File: src/rtl/seg_bus_arbiter.sv
// Two-master round-robin arbiter for the seven-segment peripheral's STB/WE/ACK slave port.
// Define SEG_ARB_TIMEOUT_EN to enable the watchdog that aborts transactions never acknowledged.
module seg_bus_arbiter #(
  parameter int unsigned TIMEOUT = 15
) (
  input  logic        clk,
  input  logic        reset,
  input  logic        m0_stb,
  input  logic        m0_we,
  input  logic [31:0] m0_dat_i,
  output logic [31:0] m0_dat_o,
  output logic        m0_ack,
  output logic        m0_err,
  input  logic        m1_stb,
  input  logic        m1_we,
  input  logic [31:0] m1_dat_i,
  output logic [31:0] m1_dat_o,
  output logic        m1_ack,
  output logic        m1_err,
  output logic        s_stb,
  output logic        s_we,
  output logic [31:0] s_dat_o,
  input  logic [31:0] s_dat_i,
  input  logic        s_ack,
  output logic [1:0]  grant
);

  typedef enum logic {IDLE = 1'b0, BUSY = 1'b1} state_t;

  state_t      state_q, state_d;
  logic [1:0]  grant_q, grant_d;
  logic        last_q, last_d;
  logic        sel_stb_s;
  logic        sel_we_s;
  logic [31:0] sel_dat_s;
  logic        timeout_s;

  if (TIMEOUT < 1 || TIMEOUT > 255) begin : g_bad_timeout
    $error("seg_bus_arbiter: TIMEOUT must be in 1..255");
  end

  // Route the owning master's request onto the slave side; an idle bus is fully quiet.
  always_comb begin
    sel_stb_s = 1'b0;
    sel_we_s  = 1'b0;
    sel_dat_s = 32'd0;
    if (grant_q[0]) begin
      sel_stb_s = m0_stb;
      sel_we_s  = m0_we;
      sel_dat_s = m0_dat_i;
    end else if (grant_q[1]) begin
      sel_stb_s = m1_stb;
      sel_we_s  = m1_we;
      sel_dat_s = m1_dat_i;
    end else begin
      sel_stb_s = 1'b0;
      sel_we_s  = 1'b0;
      sel_dat_s = 32'd0;
    end
  end

  assign s_stb    = sel_stb_s;
  assign s_we     = sel_we_s;
  assign s_dat_o  = sel_dat_s;
  assign grant    = grant_q;
  assign m0_ack   = grant_q[0] & s_ack;
  assign m1_ack   = grant_q[1] & s_ack;
  assign m0_dat_o = grant_q[0] ? s_dat_i : 32'd0;
  assign m1_dat_o = grant_q[1] ? s_dat_i : 32'd0;

  // Arbitration and completion; ack outranks abort, which outranks the watchdog.
  always_comb begin
    state_d = state_q;
    grant_d = grant_q;
    last_d  = last_q;
    case (state_q)
      IDLE: begin
        if (m0_stb && m1_stb) begin
          state_d = BUSY;
          grant_d = last_q ? 2'b01 : 2'b10;
        end else if (m0_stb) begin
          state_d = BUSY;
          grant_d = 2'b01;
        end else if (m1_stb) begin
          state_d = BUSY;
          grant_d = 2'b10;
        end else begin
          state_d = IDLE;
          grant_d = 2'b00;
        end
      end
      BUSY: begin
        if (s_ack) begin
          state_d = IDLE;
          grant_d = 2'b00;
          last_d  = grant_q[1];
        end else if (!sel_stb_s) begin
          state_d = IDLE;
          grant_d = 2'b00;
        end else if (timeout_s) begin
          state_d = IDLE;
          grant_d = 2'b00;
          last_d  = grant_q[1];
        end else begin
          state_d = BUSY;
        end
      end
      default: begin
        state_d = IDLE;
        grant_d = 2'b00;
      end
    endcase
  end

  // FSM state, owner and round-robin pointer; m0 wins the first tie after reset.
  always_ff @(posedge clk or posedge reset) begin
    if (reset) begin
      state_q <= IDLE;
      grant_q <= 2'b00;
      last_q  <= 1'b1;
    end else begin
      state_q <= state_d;
      grant_q <= grant_d;
      last_q  <= last_d;
    end
  end

`ifdef SEG_ARB_TIMEOUT_EN
  localparam logic [7:0] CNT_LAST = 8'(TIMEOUT - 1);

  logic [7:0] cnt_q, cnt_d;
  logic [1:0] err_q, err_d;

  assign timeout_s = (cnt_q == CNT_LAST);

  // Watchdog: count unacknowledged BUSY cycles and flag the owner when the budget runs out.
  always_comb begin
    cnt_d = cnt_q;
    err_d = 2'b00;
    if (state_q == IDLE) begin
      cnt_d = 8'd0;
    end else if (s_ack) begin
      cnt_d = cnt_q;
    end else begin
      cnt_d = cnt_q + 8'd1;
      if (sel_stb_s && timeout_s) begin
        err_d = grant_q;
      end else begin
        err_d = 2'b00;
      end
    end
  end

  // Watchdog counter and one-cycle error pulse registers.
  always_ff @(posedge clk or posedge reset) begin
    if (reset) begin
      cnt_q <= 8'd0;
      err_q <= 2'b00;
    end else begin
      cnt_q <= cnt_d;
      err_q <= err_d;
    end
  end

  assign m0_err = err_q[0];
  assign m1_err = err_q[1];
`else
  assign timeout_s = 1'b0;
  assign m0_err    = 1'b0;
  assign m1_err    = 1'b0;
`endif

endmodule

File: config.mk
export PLATFORM = sky130hd
export DESIGN_NAME = seg_bus_arbiter
export DESIGN_NICKNAME = d
export VERILOG_FILES = /design/src/rtl/seg_bus_arbiter.sv
export SDC_FILE = /design/constraint.sdc
export NUM_CORES = 1
export LEC_CHECK = 0
export ABC_AREA = 1
export CAP_MARGIN = 25
export CELL_PAD_IN_SITES_DETAIL_PLACEMENT = 2
export CELL_PAD_IN_SITES_GLOBAL_PLACEMENT = 2
export CORE_ASPECT_RATIO = 1.75
export CORE_MARGIN = 8
export CORE_UTILIZATION = 10
export CTS_CLUSTER_SIZE = 14
export DETAILED_ROUTE_END_ITERATION = 6
export PLACE_DENSITY = 0.95
export SYNTH_ARGS = -nofsm -noshare
export SYNTH_HDL_FRONTEND = slang
export SYNTH_SLANG_ARGS = --single-unit
File: constraint.sdc
create_clock -name clk -period 3 [get_ports clk]
set_input_delay 0.6 -clock clk [delete_from_list [all_inputs] [get_ports clk]]
set_output_delay 0.6 -clock clk [all_outputs]
set_load 0.005 [all_outputs]
---- After elaboration in Yosys (flattened, before gate mapping) ----
Cells that the tools add are included.
operators by class
  equality and inequality tests ........... 1
  muxes and demuxes ....................... 21
  bitwise logic cells ..................... 3
  reductions and logical operators ........ 2
operator list
  operator            number
  $mux 32             4
  $mux 2              6
  $mux 1              9
  $pmux 2 s2          1
  $ne 3x3->1 const B  1
  $and 1x1->1         2
  $pmux 1 s2          1
  $reduce_and 2->1    1
  $logic_and 1x1->1   1
  $not 1->1           1
storage, ports and cells
  bits in registers ....................... 4
  input bits .............................. 103
  output and inout bits ................... 104

---- Logic depth before layout (Yosys ltp) ----
  depth in word-level cells ............... 5
  depth in mapped cells ................... 6
  gate-level depth less buffers ........... 5

---- Worst setup path before layout ----
No wires, ideal clock.
  path type ............................... reg2out
  start point ............................. register grant_q[0], in the netlist grant[0]
  end point ............................... output port m0_dat_o[10]
  data arrival time ....................... 0.871 ns
  data required time ...................... 2.400 ns
  slack ................................... 1.529 ns
  stages on the path, launching flop included .. 6
  cell sequence ........................... dfrtp_1 > buf_6 > buf_8 > buf_12 > nand2_2 > inv_2
on the way
  cells in the longest elaborated chain, start to end .. 1
RTL lines
  what                    line  text
  from (decl)             31    logic [1:0] grant_q, grant_d;
  from (signal assigned)  123   grant_q <= grant_d;
  $mux 32                 68    assign m0_dat_o = grant_q[0] ? s_dat_i : 32'd0;
  to (decl)               11    output logic [31:0] m0_dat_o,
Every way passes these cells.

---- Final worst setup path ----
  start point ............................. register grant_q[0], in the netlist grant[0]
  end point ............................... output port s_stb
on the way
  cells in the longest elaborated chain, start to end .. 1
RTL lines
  what       line  text
  $mux 1     47    if (grant_q[0]) begin
  to (decl)  20    output logic s_stb,
Every way passes these cells.

==> results <==
- The routed wire length per instance is 16.12 µm.
- The met2 layer usage reported by global route is 0.2301.
- The number of cell instances on the worst register-to-register path is 5.
- The chip height is 172.1 µm.
- The gate count after technology mapping is 278.
- The run finished with clean final reports.
- The die width is 105.2 µm.
- The filler cells instantiated in the layout total 1631.
- The placed standard-cell area is 0.003502 mm².
- Across all layers, the routed design uses 2441 vias.
- The length of the first detailed-routing pass in iterations is 3.
- 207 I/O pins were placed.
- In this run the remaining antenna-violating nets after routing total 0.
- In the post-synthesis netlist, the cell with the most instances is sky130_fd_sc_hd__nand2_1.
- In this run the post-CTS setup repair buffer count came out at 0.
- For the pin with the worst max-slew slack, the measured transition is 0.6616 ns.
- Of the synthesized area, sequential elements account for 0.07278.
- The sum of net half-perimeters after detailed placement is 9253 µm.
- The count of input and output buffers is 204.
- The net count of the finished layout is 573.
- The final total negative setup slack is 0 ns.
- Summed over all layers, the routed wires come to 10420 µm.
- The total power is 1.216 mW.
- The category of the worst setup path launch point is a flip-flop.
- The later pin in the worst-skew pair is clocked with a latency of 0.23 ns.
- Of the cells placed in the final design, the portion with a size suffix greater than 1 is 0.1663.
- In the finished design, the share of the clock period the worst path needs comes to 0.9005.
- The starting DRC count in detailed routing is 44.
- The startpoint identified for the worst register-to-register timing path is grant[0]$_DFFE_PP0P_.
- After detailed routing, the number of remaining DRC violations is 0.
- The clock transition at the registers of the reported paths is 0.03 ns.
- The peak clock frequency supported by timing is 0.3702 GHz.
- For flop-to-flop paths, the worst setup slack is 1.37 ns.
- For this design the ratio of total power to cell area is 339.5 mW/mm².
- TritonCTS built the clock tree.
- The largest net degree at the start of global routing is 40.
- The final weighted congestion in routability-driven placement is 0.7407.
- The floorplan step defined a die boundary enclosing 0.01811 mm².
- In this run, synthesis inferred 0 flip-flops with an integrated enable.
- Along the worst hold path, the cell count comes to 1.
- The global-route met3 utilization is 0.02985.
- The number of clock sinks seen by CTS is 4.
- STA classifies the critical path endpoint as a primary output.
- The via count of the first global-routing pass came to 2838.
- Ranked by instance count, the synthesized netlist is headed by sky130_fd_sc_hd__nand2_1, sky130_fd_sc_hd__inv_2, sky130_fd_sc_hd__nand3_1, sky130_fd_sc_hd__inv_1, sky130_fd_sc_hd__nand2_2.
- The largest area contributor in the synthesized netlist is sky130_fd_sc_hd__nand2_1.
- The cell total after placement is 642.
- The total of flip-flops plus latches after synthesis is 4.
- In the global route stage, overall resource usage came out at 0.1077.
- The remaining max-slew budget at the tightest pin is 0.5589.
- The arrival time at the worst endpoint is 2.10 ns.
- Setup repair after global routing left no endpoint under its margin.
- Summed over all cells, the static leakage comes to 1.818 nW.
- After synthesis, the cell types taking the most area are sky130_fd_sc_hd__nand2_1, sky130_fd_sc_hd__nand2_2, sky130_fd_sc_hd__nand3_1.
- The global route total overflow is 0.
- Counting distinct cell types in the post-synthesis netlist gives 18.
- Final hold analysis gives a worst-case slack of 0.5026 ns.
- The worst vdd rail ir drop is 0.2561 mV.
- For the finished layout, the period the worst path requires is 2.701 ns.
- The vias per cell is 3.779.
- The root cell of the clock tree is sky130_fd_sc_hd__clkbuf_16.
- In this run the standard cell core region covers 0.01376 mm².
- For met1 alone, demand over resource in global routing was 0.09179.
- Across the whole layout, storage elements account for 103.9 µm².
- The worst path required time is 2.40 ns.
- The number of rows in the core area is 57.
- During synthesis, Yosys emitted a total of 0 warnings.
- Among all flip-flop cells after synthesis, the most frequent one is sky130_fd_sc_hd__dfrtp_1.
- The finished layout holds 646 standard cells, fillers aside.
- The origin of the worst min-delay path is state_q$_DFF_PP0_.
- After clock tree synthesis, the flow added hold-fix buffers numbering 0.
- The worst hold path belongs to the class reg -> reg.
- The layer with the highest usage after global routing is met2.
- The first-pass GRT wire length is 15680 µm.
- The starting density of the core is 0.1012.
- After clock tree synthesis, the repair step resized 0 gates.
- The count of final hold-check violations is 0.
- The number of buffers inserted during clock tree synthesis is 3.
- The final max-slew violation count is 0.
- The post-synth design cell area is 0.001393 mm².
- With fillers left out, the area of the finished cells amounts to 0.003581 mm².
- The worst hold path terminates at grant[0]$_DFFE_PP0P_.
- Between clock sinks in the finished design, the worst skew comes to 0.002660 ns.
- The initial antenna violation count is 0.
- Setup violations remaining at the end of the flow were counted as 0.
- The maximum level of the CTS H-tree is 1.
- The number of buffers on the longest clock path is 2.
- The max-cap check violation count is 0.
- The share of async-settable or async-resettable flops after synthesis is 1.000.
- Each instance of the synthesized netlist takes up on average 5.009 µm².
- The worst-path maximum fanout is 34.
- In this run the critical register-to-register path is captured at grant[1]$_DFFE_PP0P_.
- The number of antenna diodes in the final layout is 0.
- The share of Yosys cell area claimed by the top area cell type is 0.2884.
- The multi-input logic area is 818.3 µm².
- The worst setup path is of the reg -> out kind.
- Relative to the synthesized area, the layout overhead comes to 157.1%.
==> state kept, by name, summed over array words and instances (netlist names) <==
signal   cells
grant        2
last_q       1
state_q      1
==> cell usage in the layout (no fill, tap or decap) <==
master	netlist	routed
sky130_fd_sc_hd__dfstp_2	1	1
sky130_fd_sc_hd__nand4_1	1	1
sky130_fd_sc_hd__nand2_2	31	31
sky130_fd_sc_hd__nand3_1	36	36
sky130_fd_sc_hd__conb_1	1	2
sky130_fd_sc_hd__nand2_1	107	107
sky130_fd_sc_hd__clkbuf_16	0	3
sky130_fd_sc_hd__dfrtp_2	0	2
sky130_fd_sc_hd__inv_1	33	33
sky130_fd_sc_hd__buf_4	4	1
sky130_fd_sc_hd__buf_12	3	2
sky130_fd_sc_hd__dfrtp_1	3	1
sky130_fd_sc_hd__inv_2	37	37
sky130_fd_sc_hd__o21ai_1	2	2
sky130_fd_sc_hd__clkdlybuf4s50_1	0	204
sky130_fd_sc_hd__o21ai_0	3	3
sky130_fd_sc_hd__clkbuf_1	0	1
sky130_fd_sc_hd__nor2_1	1	1
sky130_fd_sc_hd__inv_4	1	1
==> through the flow <==
stage	utilization	worst slack (ns)
CTS	0.2602	0.2116
global placement	0.2544	0.5474
detailed placement	0.2544	0.4501
global route	0.2602	0.1573
floorplan	-	1.529
finish	0.2602	0.2985
==> final cells by class <==
class                      instances  area share
sequential                         4     0.02900
multi-input combinational        183      0.2285
tap                              177     0.06184
timing repair buffer             207      0.5835
clock buffer                       4     0.02201
inverter                          71     0.07512
==> critical path: stages (launching register included) <==
cell and delay [ns]:
sky130_fd_sc_hd__dfrtp_2 0.64, sky130_fd_sc_hd__inv_4 0.40, sky130_fd_sc_hd__nand3_1 0.17, sky130_fd_sc_hd__nand2_2 0.12, sky130_fd_sc_hd__clkdlybuf4s50_1 0.52
==> routing by layer <==
metal	wire length [µm]	vias to the layer above
met1	3306	1134
met4	261	0
met5	0	-
met2	6116	126
met3	732	15
li1	-	1166
==> how the worst max path moves through the flow <==
| stage | start | to | slack (ns) |
|---|---|---|---|
| after CTS | grant[0]$_DFFE_PP0P_ | s_stb | 0.21 |
| final | grant[0]$_DFFE_PP0P_ | s_stb | 0.30 |
| after floorplan | grant[0]$_DFFE_PP0P_ | m0_dat_o[10] | 1.53 |
| after detailed placement | m1_stb | s_stb | 0.45 |
| after global routing | grant[0]$_DFFE_PP0P_ | s_stb | 0.16 |
| after global placement | m1_stb | s_stb | 0.55 |
==> kinds of logic after synthesis <==
family / after synthesis / synth area share
buffers and inverters: 92 / 0.3423
AO/OA/AOI/OAI: 5 / 0.01797
flip-flops: 4 / 0.07278
other: 1 / 0.002693
AND/OR/NAND/NOR: 176 / 0.5642
==> where the power goes <==
part           switching, mW  total, mW  internal [mW]
clock                 0.0416      0.217          0.176
combinational          0.360      0.869          0.510
sequential            0.0586      0.129         0.0700
Note: power is estimated with default switching activity, not from simulation.
